===== config.mk =====
export PLATFORM = sky130hd
export DESIGN_NAME = multicycle_ctrl
export DESIGN_NICKNAME = d
export VERILOG_FILES = /design/src/rtl/multicycle_ctrl.sv
export SDC_FILE = /design/constraint.sdc
export NUM_CORES = 1
export LEC_CHECK = 0
export BUFFER_PORTS_ARGS = -buffer_cell sky130_fd_sc_hd__clkbuf_2
export CAP_MARGIN = 10
export CORE_AREA = 4 4 55 57
export CTS_CLUSTER_SIZE = 30
export DETAILED_ROUTE_END_ITERATION = 12
export DIE_AREA = 0 0 59 61
export PLACE_DENSITY = 0.83
export SYNTH_ARGS = -nofsm -noshare
export SYNTH_HDL_FRONTEND = slang
export SYNTH_SLANG_ARGS = --single-unit

===== constraint.sdc =====
create_clock -name clk_i -period 2 [get_ports clk_i]
set_clock_uncertainty 0.05 [all_clocks]
set_input_delay 0.2 -clock clk_i [delete_from_list [all_inputs] [get_ports clk_i]]
set_output_delay 0.2 -clock clk_i [all_outputs]
set_load 0.05 [all_outputs]

===== src/rtl/multicycle_ctrl.sv =====
// Main control FSM for the multi-cycle MIPS datapath: sequences fetch/decode/execute/memory/writeback.
// Optional feature: define MC_CTRL_BNE_EN to run opcode 0x05 (bne) through the branch state.
module multicycle_ctrl #(
    parameter int STATE_W = 4
) (
    input  logic               clk_i,
    input  logic               rst_i,
    input  logic [5:0]         opcode_i,
    input  logic               mem_ready_i,
    input  logic               zero_i,
    output logic               pc_write_o,
    output logic               pc_write_cond_o,
    output logic [1:0]         pc_source_o,
    output logic               iord_o,
    output logic               mem_read_o,
    output logic               mem_write_o,
    output logic               ir_write_o,
    output logic               mem_to_reg_o,
    output logic               reg_dst_o,
    output logic               reg_write_o,
    output logic               alu_src_a_o,
    output logic [1:0]         alu_src_b_o,
    output logic [2:0]         alu_op_o,
    output logic               instr_done_o,
    output logic               illegal_o,
    output logic [STATE_W-1:0] state_o
);

    typedef enum logic [3:0] {
        S_FETCH  = 4'd0,
        S_DECODE = 4'd1,
        S_MEMADR = 4'd2,
        S_MEMRD  = 4'd3,
        S_MEMWB  = 4'd4,
        S_MEMWR  = 4'd5,
        S_RTEXE  = 4'd6,
        S_RTWB   = 4'd7,
        S_BEQ    = 4'd8,
        S_JUMP   = 4'd9,
        S_IEXE   = 4'd10,
        S_IWB    = 4'd11
    } state_t;

    localparam logic [5:0] OP_RTYPE = 6'h00;
    localparam logic [5:0] OP_J     = 6'h02;
    localparam logic [5:0] OP_BEQ   = 6'h04;
    localparam logic [5:0] OP_BNE   = 6'h05;
    localparam logic [5:0] OP_ADDI  = 6'h08;
    localparam logic [5:0] OP_SLTI  = 6'h0A;
    localparam logic [5:0] OP_LW    = 6'h23;
    localparam logic [5:0] OP_SW    = 6'h2B;

    state_t     state_q, state_d;
    logic [5:0] opcode_q, opcode_d;
    logic       illegal_op;

    logic       mem_read_q, mem_read_d;
    logic       mem_write_q, mem_write_d;
    logic       iord_q, iord_d;
    logic       mem_to_reg_q, mem_to_reg_d;
    logic       reg_dst_q, reg_dst_d;
    logic       reg_write_q, reg_write_d;
    logic       alu_src_a_q, alu_src_a_d;
    logic [1:0] alu_src_b_q, alu_src_b_d;
    logic [2:0] alu_op_q, alu_op_d;
    logic [1:0] pc_source_q, pc_source_d;
    logic       done_q, done_d;
    logic       branch_on_ne;

    always_comb begin
        state_d    = state_q;
        opcode_d   = opcode_q;
        illegal_op = 1'b0;
        case (state_q)
            S_FETCH: begin
                if (mem_ready_i) state_d = S_DECODE;
            end
            S_DECODE: begin
                opcode_d = opcode_i;
                case (opcode_i)
                    OP_RTYPE:       state_d = S_RTEXE;
                    OP_LW, OP_SW:   state_d = S_MEMADR;
                    OP_BEQ:         state_d = S_BEQ;
`ifdef MC_CTRL_BNE_EN
                    OP_BNE:         state_d = S_BEQ;
`endif
                    OP_J:           state_d = S_JUMP;
                    OP_ADDI, OP_SLTI: state_d = S_IEXE;
                    default: begin
                        illegal_op = 1'b1;
                        state_d    = S_FETCH;
                    end
                endcase
            end
            S_MEMADR: state_d = (opcode_q == OP_SW) ? S_MEMWR : S_MEMRD;
            S_MEMRD: begin
                if (mem_ready_i) state_d = S_MEMWB;
            end
            S_MEMWR: begin
                if (mem_ready_i) state_d = S_FETCH;
            end
            S_RTEXE:  state_d = S_RTWB;
            S_IEXE:   state_d = S_IWB;
            default:  state_d = S_FETCH;
        endcase
    end

    // Moore outputs are decoded from the next state so they are registered alongside it.
    always_comb begin
        mem_read_d   = 1'b0;
        mem_write_d  = 1'b0;
        iord_d       = 1'b0;
        mem_to_reg_d = 1'b0;
        reg_dst_d    = 1'b0;
        reg_write_d  = 1'b0;
        alu_src_a_d  = 1'b0;
        alu_src_b_d  = 2'b00;
        alu_op_d     = 3'b000;
        pc_source_d  = 2'b00;
        done_d       = 1'b0;
        case (state_d)
            S_FETCH: begin
                mem_read_d  = 1'b1;
                alu_src_b_d = 2'b01;
            end
            S_DECODE: alu_src_b_d = 2'b11;
            S_MEMADR: begin
                alu_src_a_d = 1'b1;
                alu_src_b_d = 2'b10;
            end
            S_MEMRD: begin
                mem_read_d = 1'b1;
                iord_d     = 1'b1;
            end
            S_MEMWB: begin
                reg_write_d  = 1'b1;
                mem_to_reg_d = 1'b1;
                done_d       = 1'b1;
            end
            S_MEMWR: begin
                mem_write_d = 1'b1;
                iord_d      = 1'b1;
            end
            S_RTEXE: begin
                alu_src_a_d = 1'b1;
                alu_op_d    = 3'b010;
            end
            S_RTWB: begin
                reg_write_d = 1'b1;
                reg_dst_d   = 1'b1;
                done_d      = 1'b1;
            end
            S_IEXE: begin
                alu_src_a_d = 1'b1;
                alu_src_b_d = 2'b10;
                alu_op_d    = (opcode_d == OP_SLTI) ? 3'b111 : 3'b011;
            end
            S_IWB: begin
                reg_write_d = 1'b1;
                done_d      = 1'b1;
            end
            S_BEQ: begin
                alu_src_a_d = 1'b1;
                alu_op_d    = 3'b001;
                pc_source_d = 2'b01;
                done_d      = 1'b1;
            end
            S_JUMP: begin
                pc_source_d = 2'b10;
                done_d      = 1'b1;
            end
            default: ;
        endcase
    end

    always_ff @(posedge clk_i or negedge rst_i) begin
        if (!rst_i) begin
            state_q      <= S_FETCH;
            opcode_q     <= 6'h00;
            mem_read_q   <= 1'b1;
            mem_write_q  <= 1'b0;
            iord_q       <= 1'b0;
            mem_to_reg_q <= 1'b0;
            reg_dst_q    <= 1'b0;
            reg_write_q  <= 1'b0;
            alu_src_a_q  <= 1'b0;
            alu_src_b_q  <= 2'b01;
            alu_op_q     <= 3'b000;
            pc_source_q  <= 2'b00;
            done_q       <= 1'b0;
        end else begin
            state_q      <= state_d;
            opcode_q     <= opcode_d;
            mem_read_q   <= mem_read_d;
            mem_write_q  <= mem_write_d;
            iord_q       <= iord_d;
            mem_to_reg_q <= mem_to_reg_d;
            reg_dst_q    <= reg_dst_d;
            reg_write_q  <= reg_write_d;
            alu_src_a_q  <= alu_src_a_d;
            alu_src_b_q  <= alu_src_b_d;
            alu_op_q     <= alu_op_d;
            pc_source_q  <= pc_source_d;
            done_q       <= done_d;
        end
    end

`ifdef MC_CTRL_BNE_EN
    assign branch_on_ne = (opcode_q == OP_BNE);
`else
    logic unused_zero;
    assign unused_zero  = zero_i;
    assign branch_on_ne = 1'b0;
`endif

    // Handshake-dependent strobes stay combinational so they respond in the ready cycle itself.
    assign pc_write_o      = (state_q == S_JUMP) | ((state_q == S_FETCH) & mem_ready_i);
    assign ir_write_o      = (state_q == S_FETCH) & mem_ready_i;
    assign instr_done_o    = done_q | ((state_q == S_MEMWR) & mem_ready_i);
    assign pc_write_cond_o = (state_q == S_BEQ) & (branch_on_ne ? ~zero_i : 1'b1);
    assign illegal_o       = illegal_op;

    assign pc_source_o  = pc_source_q;
    assign iord_o       = iord_q;
    assign mem_read_o   = mem_read_q;
    assign mem_write_o  = mem_write_q;
    assign mem_to_reg_o = mem_to_reg_q;
    assign reg_dst_o    = reg_dst_q;
    assign reg_write_o  = reg_write_q;
    assign alu_src_a_o  = alu_src_a_q;
    assign alu_src_b_o  = alu_src_b_q;
    assign alu_op_o     = alu_op_q;
    assign state_o      = STATE_W'(state_q);

endmodule

### After elaboration in Yosys (flattened, before gate mapping)

Index checks and enable logic that the tools add are counted.
W data, S select, Z words.

* register bits after elaboration: 25
* input port bits: 10
* output and inout bits: 23
* word-level logic and storage cells: 77

* equal/unequal tests: 27
* muxes and demuxes: 21
* bitwise logic cells: 4
* reductions and logical operators: 12

Operator list (count)
* $eq A4 B4 Y1 const B: 7
* $pmux W4 S7: 1
* $eq A4 B3 Y1 const B: 6
* $pmux W4 S5: 1
* $eq A6 B4 Y1 const B: 3
* $eq A6 B6 Y1 const B: 3
* $eq A4 B2 Y1 const B: 4
* $mux W4: 3
* $mux W1: 10
* $reduce_or A2 Y1: 5
* $pmux W3 S3: 1
* $eq A4 B1 Y1 const B: 2
* $logic_not A4 Y1: 2
* $reduce_or A7 Y1: 1
* $eq A6 B2 Y1 const B: 1
* $eq A6 B3 Y1 const B: 1
* $logic_not A6 Y1: 1
* $mux W3: 2
* $mux W6: 1
* $pmux W2 S3: 1
* $reduce_or A5 Y1: 1
* $pmux W2 S2: 1
* $reduce_or A4 Y1: 1
* $reduce_or A3 Y1: 1
* 2 further kinds: 4

### Longest topological paths before layout

* depth in word-level cells: 7
* mapped depth: 7
* depth with buffers taken out: 5

### Worst setup path before layout

OpenSTA, ideal clock, no wires.

* path type: register to output
* start point: register state_q[3] (netlist: state_o[3])
* end point: output pc_write_cond_o
* arrival time: 2815 ps
* data required time: 1750 ps
* setup slack: -1065 ps
* cell stages (with the launch flop): 4
* path buffers: 2
* cell sequence: dfrtp_1 buf_2 buf_1 nor4b_1

* longest elaborated chain between the ends: 1

RTL lines
* start, declared: line 53 `state_t state_q, state_d;`
* start signal, assigned: line 192 `state_q <= state_d;`
* $eq A4 B4 Y1: line 220 `assign pc_write_cond_o = (state_q == S_BEQ) & (branch_on_ne ? ~zero_i : 1'b1);`
* end, declared: line 12 `output logic pc_write_cond_o,`

No other way between the ends.

### Final worst setup path

* start point: register state_q[2] (netlist: state_o[2])
* end point: output instr_done_o

* longest elaborated chain between the ends: 3

RTL lines
* $eq A4 B3 Y1: line 219 `assign instr_done_o = done_q | ((state_q == S_MEMWR) & mem_ready_i);`
* $and A1 B1 Y1: line 219
* $or A1 B1 Y1: line 219
* end, declared: line 24 `output logic instr_done_o,`

No other way between the ends.

==> summary.md <==
| Metric | Value |
|---|---|
| Worst Path Max Fanout | 9 |
| Total GRT Usage | ~16% |
| R2r worst-path depth | 4 |
| Die area | roughly 0.0036 mm2 |
| Final wirelength | 2701 um |
| Commonest non-fill, non-tap cell in the layout | clkbuf_2 |
| Data required time at the worst endpoint | about 1.8 ns |
| Min-Delay Path Class | primary input to register |
| CTS buffer count | 3 |
| I/O pins | 33 |
| CP endpoint kind | output port |
| Pre-CTS setup slack | 0.2201 ns |
| Top sig layer | met4 |
| Detailed-router iteration count before antenna repair | 4 |
| Total congestion overflow | 0 |
| Critical Path Source Type | register |
| Initial Util | 50.40% |
| Cell variety after synth | 46 |
| Row count | 18 |
| WHS Path Cells | 2 |
| Post-route insts no fill | about 180 |
| Core area | 0.002477 mm2 |
| Routed vias/inst | 5.620 |
| DRC | 0 |
| Clock tree from TritonCTS | yes |
| Longest Clk Path Bufs | 2 |
| Tot Pwr | roughly 2.1 mW |
| Starting DRT DRC Count | 30 |
| DR WL/cell | 15.09 um |
| GPL Wtd Cong | 0.8443 |
| Final Setup Violations | 0 |
| Number of fill cells in the layout | 212 |
| Worst-margin pin slew | 0.6003 ns |
| Die height | about 61 um |
| Hold Violations, Final | 0 |
| Most used DFF post-synth | dfrtp_1 |
| Clock Latency Late Sink | 0.32 ns |
| Clock Tree Root | clkbuf_4 |
| Util after Layout | between 60% and 70% |
| Commonest non-fill, non-tap cells in the layout | clkbuf_2 (30), dfrtp_1 (20), nor2_1 (8) |
| Largest net degree at the start of global routing | 26 |
| Mapped cell area | 0.001249 mm2 |
| Final nets | 160 |
| Synth warnings | 0 |
| First-pass GRT wire length | 4374 um |
| Static Leak | 0.7444 nW |
| Worst endpoint data arrival time | between 1.5 and 2 ns |
| Vias in the first global route | 918 |
| Register bit total from synthesis | 25 |
| Ys async rst share | 100.0% |
| Period Utilization, post-route | 96.18% |
| Fmax | slightly above 500 MHz |
| PwrDens | 1372 mW/mm2 |
| Initial antenna violation count | 0 |
| Max Slew Vio Count | 0 |
| Post-synth EDFFs | 0 |
| WL met1 | 1192 um |
| Slew HR | approximately 60% |
| Period minus WS final | 1.924 ns |
| Placed cell area | between 0.001 and 0.0015 mm2 |
| Setup slack after layout | about 0.076 ns |
| DP Wirelength | approximately 1900 um |
| DR WL met2 | ~1400 um |
| Placed Cells | approximately 170 |
| Ant. Diodes | 0 |
| Syn avg cell area | 10.95 um2 |
| Syn nets | 124 |
| Sequential area share after synthesis | 50.30% |
| Routed vias | 1006 |
| P&R area growth vs syn | 23.15% |
| Die X | 59 um |
| Outcome | complete, no violations |
| Post-route cell area | about 0.0015 mm2 |
| Met3 routed WL | 102 um |
| Clk pin slew, worst setup/hold paths | 0.13 ns |
| H-tree depth | 1 |
| Port bufs | 31 |
| Gate Count Post-Synth | between 100 and 150 |
| Post-route ant nets | 0 |
| Worst VDD drop | 0.8234 mV |
| Share of layout cells above drive strength 1 | about 43% |
| WS Path Type | register to output port |
| Max Cap Violations | 0 |
| CTS Sinks | 25 |
cells in the mapped netlist, types with 2 or more instances:
cell,n,share of area (%)
buf_2,3,1.2
nor2_1,8,2.4
a21oi_1,4,1.6
buf_1,2,0.60
o21ai_0,5,2.0
nor2b_1,2,1.0
a21o_1,2,1.2
inv_1,5,1.5
nor4_1,3,1.5
dfstp_2,2,4.2
nor3_1,4,1.6
nor3b_1,4,2.4
nand4bb_1,2,1.8
nand3b_1,2,1.2
dfrtp_1,23,46
nand2_1,5,1.5
mux2_2,6,5.4
o21a_1,3,1.8
o21bai_1,2,1.2
logic make-up after synthesis:
kind of cell    share of synthesized area (%)
simple gates                            23.95
flops                                   50.30
compound gates                          14.73
buf+inv                                 4.810
mux                                     6.212
where the power goes:
| group | internal (mW) | leakage, nW | switching, mW | total [mW] |
|---|---|---|---|---|
| clock | 0.0748 | 0.0177 | 0.152 | 0.227 |
| combinational | 0.419 | 0.407 | 0.696 | 1.11 |
| sequential | 0.651 | 0.320 | 0.117 | 0.768 |
| total | 1.14 | 0.744 | 0.965 | 2.11 |
through the flow:
step	hold slack, ns	TNS [ns]
detailed placement	0.1952	0
global placement	0.1723	0
global route	0.1241	-0.01241
floorplan	-0.1456	0
CTS	0.1213	0
finish	0.1283	0
routing by layer:
| layer | global-route usage, % | vias to the layer above |
|---|---|---|
| met4 | 8.738 | 0 |
| met3 | 2.340 | 6 |
| met1 | 21.27 | 498 |
| met5 | 0 | - |
| li1 | - | 481 |
| met2 | 26.03 | 21 |
flip-flops by register name (all words and copies together) (netlist names), 2 cells and up:
name,cells
alu_op_o,3
alu_src_b_o,2
opcode_q,6
pc_source_o,2
state_o,4
what timing repair did:
action,in CTS,in global routing
hold endpoints to repair,23,0
gates resized for setup,1,5
buffers inserted,0,2
hold buffers,1,0
setup endpoints to repair,1,2
cell type report:
| class | count | area, um2 | share of cell area, % |
|---|---|---|---|
| flip-flops and latches | 25 | 631.9 | 41.09 |
| clock inverters | 1 | 5.005 | 0.3255 |
| clock buffers | 3 | 22.52 | 1.465 |
| multi-input cells | 77 | 601.8 | 39.14 |
| repair buffers | 38 | 220.2 | 14.32 |
| inverters | 5 | 18.77 | 1.221 |
| well taps | 30 | 37.54 | 2.441 |
final timing paths:
path	start	to	slack (ns)
worst max register to register	state_o[3]$_DFF_PN0_	iord_o$_DFF_PN0_	0.21
min in group asynchronous	rst_i	iord_o$_DFF_PN0_	0.35
worst max-delay path	state_o[2]$_DFF_PN0_	instr_done_o	0.08
worst min-delay path	opcode_i[2]	opcode_q[2]$_DFF_PN0_	0.13
max in group asynchronous	rst_i	state_o[2]$_DFF_PN0_	1.12
worst min register to register	opcode_q[1]$_DFF_PN0_	opcode_q[1]$_DFF_PN0_	0.48
critical path, cell delays in order (launching register included):
cell and delay, ns:
dfrtp_2 0.49, buf_4 0.19, inv_1 0.06, nor2_1 0.13, a41o_1 0.21, clkbuf_2 0.28
Note: power is estimated with default switching activity, not from simulation.
